===== config.mk =====
export PLATFORM = sky130hd
export DESIGN_NAME = fetch_mem_unit
export DESIGN_NICKNAME = d
export VERILOG_FILES = /design/src/rtl/fetch_mem_unit.sv
export SDC_FILE = /design/constraint.sdc
export NUM_CORES = 1
export LEC_CHECK = 0
export ABC_AREA = 0
export CAP_MARGIN = 20
export CORE_ASPECT_RATIO = 0.75
export CORE_MARGIN = 2
export CORE_UTILIZATION = 57
export DETAILED_ROUTE_END_ITERATION = 16
export DONT_BUFFER_PORTS = 1
export PLACE_DENSITY = 0.75
export SLEW_MARGIN = 20
export SYNTH_ARGS = -nofsm -noshare
export SYNTH_HDL_FRONTEND = slang
export SYNTH_SLANG_ARGS = --single-unit

===== constraint.sdc =====
create_clock -name clk -period 7.1 [get_ports clk]
set_input_delay 1.42 -clock clk [delete_from_list [all_inputs] [get_ports clk]]
set_output_delay 1.42 -clock clk [all_outputs]
set_load 0.03 [all_outputs]

===== src/rtl/fetch_mem_unit.sv =====
// fetch_mem_unit: multicycle instruction/data memory front end that issues one bus
// transaction per request, with alignment, error and timeout faults.
module fetch_mem_unit #(
  parameter int          TIMEOUT   = 16,
  parameter logic [31:0] NOP_INSTR = 32'h00000013
) (
  input  logic        clk,
  input  logic        rst,
  input  logic [31:0] PC,
  input  logic [31:0] Adr,
  input  logic [31:0] WriteData,
  input  logic        IrWrite,
  input  logic        AdrSrc,
  input  logic        MemWrite,
  output logic [31:0] Instr,
  output logic [6:0]  Op,
  output logic [2:0]  F3,
  output logic [6:0]  F7,
  output logic [31:0] OldPC,
  output logic [31:0] MemData,
  output logic        Stall,
  output logic        Fault,
  output logic        BusReq,
  output logic        BusWrite,
  output logic [31:0] BusAddr,
  output logic [31:0] BusWData,
  input  logic        BusAck,
  input  logic        BusErr,
  input  logic [31:0] BusRData
);
  localparam int CW = $clog2(TIMEOUT + 1);
  typedef enum logic [1:0] {S_IDLE, S_WAIT, S_DONE, S_FAULT} state_t;
  state_t      r_state, w_next;
  logic [31:0] r_instr, r_oldpc, r_memdata, r_addr, r_wdata, r_pc;
  logic        r_write, r_fetch;
  logic [CW-1:0] r_cnt;
  logic        w_start, w_aligned, w_timeout;
  logic [31:0] w_addr;
  assign w_start   = IrWrite | AdrSrc;
  assign w_addr    = AdrSrc ? Adr : PC;
  assign w_aligned = (w_addr[1:0] == 2'b00);
  assign w_timeout = (r_cnt == CW'(TIMEOUT - 1));
  always_ff @(posedge clk or posedge rst) begin
    if (rst) r_state <= S_IDLE;
    else     r_state <= w_next;
  end
  // An ack always wins over the timeout expiring in the same cycle.
  always_comb begin
    w_next = r_state;
    case (r_state)
      S_IDLE:  w_next = w_start ? (w_aligned ? S_WAIT : S_FAULT) : S_IDLE;
      S_WAIT:  w_next = BusAck ? (BusErr ? S_FAULT : S_DONE) : (w_timeout ? S_FAULT : S_WAIT);
      S_DONE:  w_next = S_IDLE;
      default: w_next = S_FAULT;
    endcase
  end
  always_comb begin
    BusReq = (r_state == S_WAIT);
    Fault  = (r_state == S_FAULT);
    Stall  = (r_state == S_IDLE) ? w_start : (r_state != S_DONE);
  end
  always_ff @(posedge clk or posedge rst) begin
    if (rst) begin
      r_instr   <= NOP_INSTR;
      r_oldpc   <= '0;
      r_memdata <= '0;
      r_addr    <= '0;
      r_wdata   <= '0;
      r_pc      <= '0;
      r_write   <= 1'b0;
      r_fetch   <= 1'b0;
      r_cnt     <= '0;
    end else begin
      if (r_state == S_IDLE && w_start && w_aligned) begin
        r_addr  <= w_addr;
        r_wdata <= WriteData;
        r_write <= AdrSrc & MemWrite;
        r_fetch <= ~AdrSrc;
        r_pc    <= PC;
        r_cnt   <= '0;
      end
      if (r_state == S_WAIT) begin
        if (w_next != S_WAIT) r_write <= 1'b0;
        if (!BusAck) r_cnt <= r_cnt + 1'b1;
        if (BusAck && !BusErr && r_fetch) begin
          r_instr <= BusRData;
          r_oldpc <= r_pc;
        end
        if (BusAck && !BusErr && !r_fetch && !r_write) r_memdata <= BusRData;
      end
    end
  end
  assign Instr    = r_instr;
  assign Op       = r_instr[6:0];
  assign F3       = r_instr[14:12];
  assign F7       = r_instr[31:25];
  assign OldPC    = r_oldpc;
  assign MemData  = r_memdata;
  assign BusWrite = r_write;
  assign BusAddr  = r_addr;
  assign BusWData = r_wdata;
endmodule

==> Yosys cells after proc, flatten, opt, wreduce, memory -nomap -nowiden <==
Index checks and enable logic that the tools add are counted.
{ "word_totals": {"register_bits": 201, "out_inout_bits": 181, "elab_cells": 47} }
{ "op_classes": {"n_reduce_logical": 13, "muxes": 14, "n_bitwise": 3, "addsub": 1, "eq_ne": 6} }
{ "ops": {"columns": ["operator", "count"], "rows": [
  ["32-bit two-way mux", 1],
  ["5-bit two-way mux", 3],
  ["2-bit two-way mux", 4],
  ["1-bit logical AND", 6],
  ["2-bit case mux with 3 select lines", 1],
  ["5-bit by 1-bit adder with 5-bit output, second input constant", 1],
  ["5-bit by 4-bit equality test with 1-bit output, second input constant", 1],
  ["1-bit two-way mux", 5],
  ["2-bit equality test, second input constant", 2],
  ["2-bit logical NOT", 2],
  ["2-bit AND reduction", 2],
  ["1-bit logical NOT", 3],
  ["2-bit by 1-bit equality test with 1-bit output, second input constant", 1],
  ["2-bit by 1-bit != test with 1-bit output, second input constant", 1],
  ["2-bit != test, second input constant", 1],
  ["1-bit bitwise AND", 1],
  ["1-bit NOT", 1],
  ["1-bit bitwise OR", 1]
]} }

==> Depth between registers and ports, before layout <==
{ "logic_depth": {"word_depth": 8, "depth_mapped": 5, "mapped_depth_nobuf": 5} }

==> Worst setup path after synthesis <==
Ideal clock, no wire load.
{ "synth_path": {"path_kind": "in2out", "from": "in AdrSrc", "to": "out Stall", "stages": 3, "setup_slack_ns": 3.581, "t_arrival_ns": 2.099, "path_buffers": 0, "path_cell_list": "nor2_1 or2_2 nand2b_1"} }
{ "synth_between": {"elab_chain_cells": 2} }
{ "synth_lines": {"columns": ["item", "line", "text"], "rows": [
  ["start: declaration", "13", "input logic AdrSrc,"],
  ["1-bit bitwise OR", "39", "assign w_start = IrWrite | AdrSrc;"],
  ["1-bit two-way mux", "60", "Stall = (r_state == S_IDLE) ? w_start : (r_state != S_DONE);"],
  ["end: declaration", "21", "output logic Stall,"]
]} }
Every way passes these cells.

==> Final worst setup path <==
Same ends and word-level chain as after synthesis.

==> results.json <==
{
  "synth_edf_count": 0,
  "start_util": 0.576,
  "slew_violations": 0,
  "io_buffer_count": 0,
  "synth-compound-area-share": 0.0490,
  "clock_latency_ns": 0.48,
  "grt_pass1_wl_um": 27600,
  "via_per_inst": 6.21,
  "ys_seq_area_frac": 0.610,
  "final.setup_skew_ns": 0.0107,
  "async_flop_share": 1.00,
  "leakage_nw": 4.01,
  "cts_buffers": 20,
  "dp_hpwl_um": 12700,
  "antenna_found_initial": 0,
  "totalWireLength_um": 18200,
  "ys_warn_count": 0,
  "setup_violations": 0,
  "max_stage_delay_ns": 0.34,
  "clk_pin_slew_ns": 0.06,
  "status": "completed",
  "tightest_slew_ns": 0.897,
  "cts_num_sinks": 201,
  "io_pins": 316,
  "die_area_mm2": 0.0155,
  "num_rows": 38,
  "wire_per_inst_um": 23.5,
  "cts_resized": 0,
  "p_total_mw": 4.90,
  "path_class": "input port to output port",
  "layout.nets": 696,
  "grt_pass1_vias": 5081,
  "syn_nets": 720,
  "final.setup.tns_ns": 0,
  "comb_power_share": 0.161,
  "syn-instance-count": 583,
  "max-slew-margin-rel": 0.402,
  "hold_violations": 0,
  "p_switching_mw": 2.15,
  "drt-initial-drc-count": 325,
  "fmax_mhz": 268,
  "critPathSlowestCell": "or2_2",
  "path_max_fanout": 33,
  "period_needed_ns": 3.74,
  "crit_chain": "nor2_2 -> buf_4 -> or2_2 -> nand2b_1",
  "clkPwrFrac": 0.212,
  "min_path_type": "register to register",
  "via_count": 4798,
  "critPathRequiredTime_ns": 5.68,
  "synth-xor-area-share": 0,
  "synth_seq_cells": 201,
  "grt_overflow_total": 0,
  "synth-simple-area-share": 0.0637,
  "cp-start-kind": "input port",
  "num_antenna_cells": 0,
  "end_kind": "output port",
  "core-area_mm2": 0.0143,
  "holdWs_ns": 0.486,
  "clk_path_buf_depth": 3,
  "root_buffer": "clkbuf_16",
  "drv_cap": 0,
  "ant_nets": 0,
  "grt_max_degree": 131,
  "gp_congestion": 0.823,
  "synth_ff_type": "dfrtp_1",
  "cts.htree.levels": 1,
  "die_w_um": 143,
  "ys_types": 32,
  "holdBufCountCts": 0,
  "cts_setup_buffers": 0,
  "min_period_over_period": 0.526,
  "switching_share": 0.439,
  "ir_drop_v": 0.000310,
  "met3_usage": 0.0957,
  "fillCellCount": 1081,
  "seqPwrFrac": 0.627,
  "use_met2": 0.380,
  "syn_area_mm2": 0.00825,
  "internal_power_mw": 2.75,
  "rsz0062_at_grt": "false",
  "cts_tree": "built",
  "synth_fa_ha_area_frac": 0.00303,
  "cp.arrival_ns": 2.32,
  "p_per_area_mw_per_mm2": 550,
  "syn_area_per_cell_um2": 14.1,
  "utilization": 0.623,
  "area_growth_syn_to_layout_pct": 8.18,
  "dr.pass1.iters": 8,
  "grt_use_met1": 0.279,
  "synth_top_family_by_area": "multiplexers",
  "remaining_drc_errors": 0,
  "die_h_um": 108,
  "grtUsageTotal": 0.230,
  "drive_above_1_share": 0.305,
  "top_usage_layer": "met2",
  "synthMuxAreaShare": 0.219
}
-- area by class of cell --
class | instances | area (um^2) | area share
flip-flops and latches | 201 | 5030 | 0.564
well taps | 200 | 250 | 0.0281
clock inverters | 10 | 91.3 | 0.0102
repair buffers | 9 | 67.6 | 0.00757
clock buffers | 26 | 574 | 0.0644
inverters | 35 | 139 | 0.0156
multi-input cells | 292 | 2760 | 0.310
-- routing by layer --
| metal | share of wire | routed length, um | up-vias |
|---|---|---|---|
| met5 | 0 | 0 | - |
| met4 | 0.022 | 407 | 0 |
| met3 | 0.11 | 2060 | 36 |
| met2 | 0.49 | 8890 | 255 |
| met1 | 0.38 | 6850 | 2473 |
| li1 | - | - | 2034 |
-- through the flow --
step	setup WS, ns	cells	cell area (um^2)
2_1_floorplan	0.203	583	8250
3_3_place_gp	3.38	737	8250
3_5_place_dp	3.36	737	8250
4_1_cts	3.36	773	8920
5_1_grt	3.31	773	8920
6_report	3.36	773	8920
-- synthesized netlist by cell type (5+ instances only) --
cell type / number / area share
mux2_2: 120 / 0.16
buf_6: 5 / 0.0068
nand2_1: 35 / 0.016
a222oi_1: 30 / 0.036
nor4b_1: 30 / 0.032
inv_1: 35 / 0.016
clkbuf_1: 22 / 0.010
dfrtp_1: 198 / 0.60
buf_2: 10 / 0.0061
mux2_1: 40 / 0.055
buf_4: 18 / 0.016
o21ai_0: 6 / 0.0036
-- power by group through the flow --
stage,combinational (mW),clock [mW],sequential [mW]
finish,0.788,1.04,3.07
global route,0.877,1.11,3.15
CTS,0.798,1.06,3.09
detailed placement,0.796,0,3.10
global placement,0.739,0,3.08
floorplan,0.859,0,2.84
-- critical path: cells and delay by family --
kind / cells / cell delay [ns]
buffers and inverters: 1 / 0.24
AND/OR/NAND/NOR: 3 / 0.64
-- state kept, by name, indices dropped and copies added (netlist names) --
name      count
r_fetch       1
BusWrite      1
r_cnt         5
r_state       2
OldPC        32
r_pc         32
Instr        32
BusAddr      32
MemData      32
BusWData     32
-- final timing paths --
check                                startpoint  depth (start not counted)                     end  slack [ns]
max                                      AdrSrc                          4                   Stall        3.36
min                        r_pc[23]$_DFFE_PP0P_                          1    r_pc[23]$_DFFE_PP0P_        0.49
max reg2reg                r_state[0]$_DFF_PP0_                          4  BusAddr[6]$_DFFE_PP0P_        4.70
min reg2reg                r_pc[23]$_DFFE_PP0P_                          1    r_pc[23]$_DFFE_PP0P_        0.49
max in group asynchronous                   rst                          2    r_pc[20]$_DFFE_PP0P_        4.69
min in group asynchronous                   rst                          1   Instr[27]$_DFFE_PP0P_        0.97
-- placed cells by master (no fill, tap or decap), types with 2 or more instances in the layout --
cell type   count
a21oi_1         3
a222oi_1       30
and2_1          3
buf_4           9
clkbuf_1        2
clkbuf_16      21
clkbuf_8        3
clkinv_2        4
clkinv_4        2
clkinvlp_4      2
dfrtp_1       198
dfstp_2         3
ha_1            2
inv_1          34
mux2_1         40
mux2_2        120
nand2_1        34
nand2b_1        2
nor2_2          2
nor4b_1        30
o21ai_0         6
o22ai_1         2
or2_2           3
or3_1           3
-- cells by family after synthesis --
group | count (synthesis)
multiplexers | 160
flip-flops | 201
AND/OR/NAND/NOR | 85
adder cells (fa/ha/maj) | 2
AO/OA/AOI/OAI | 45
buffers and inverters | 90
Note: power is estimated with default switching activity, not from simulation.
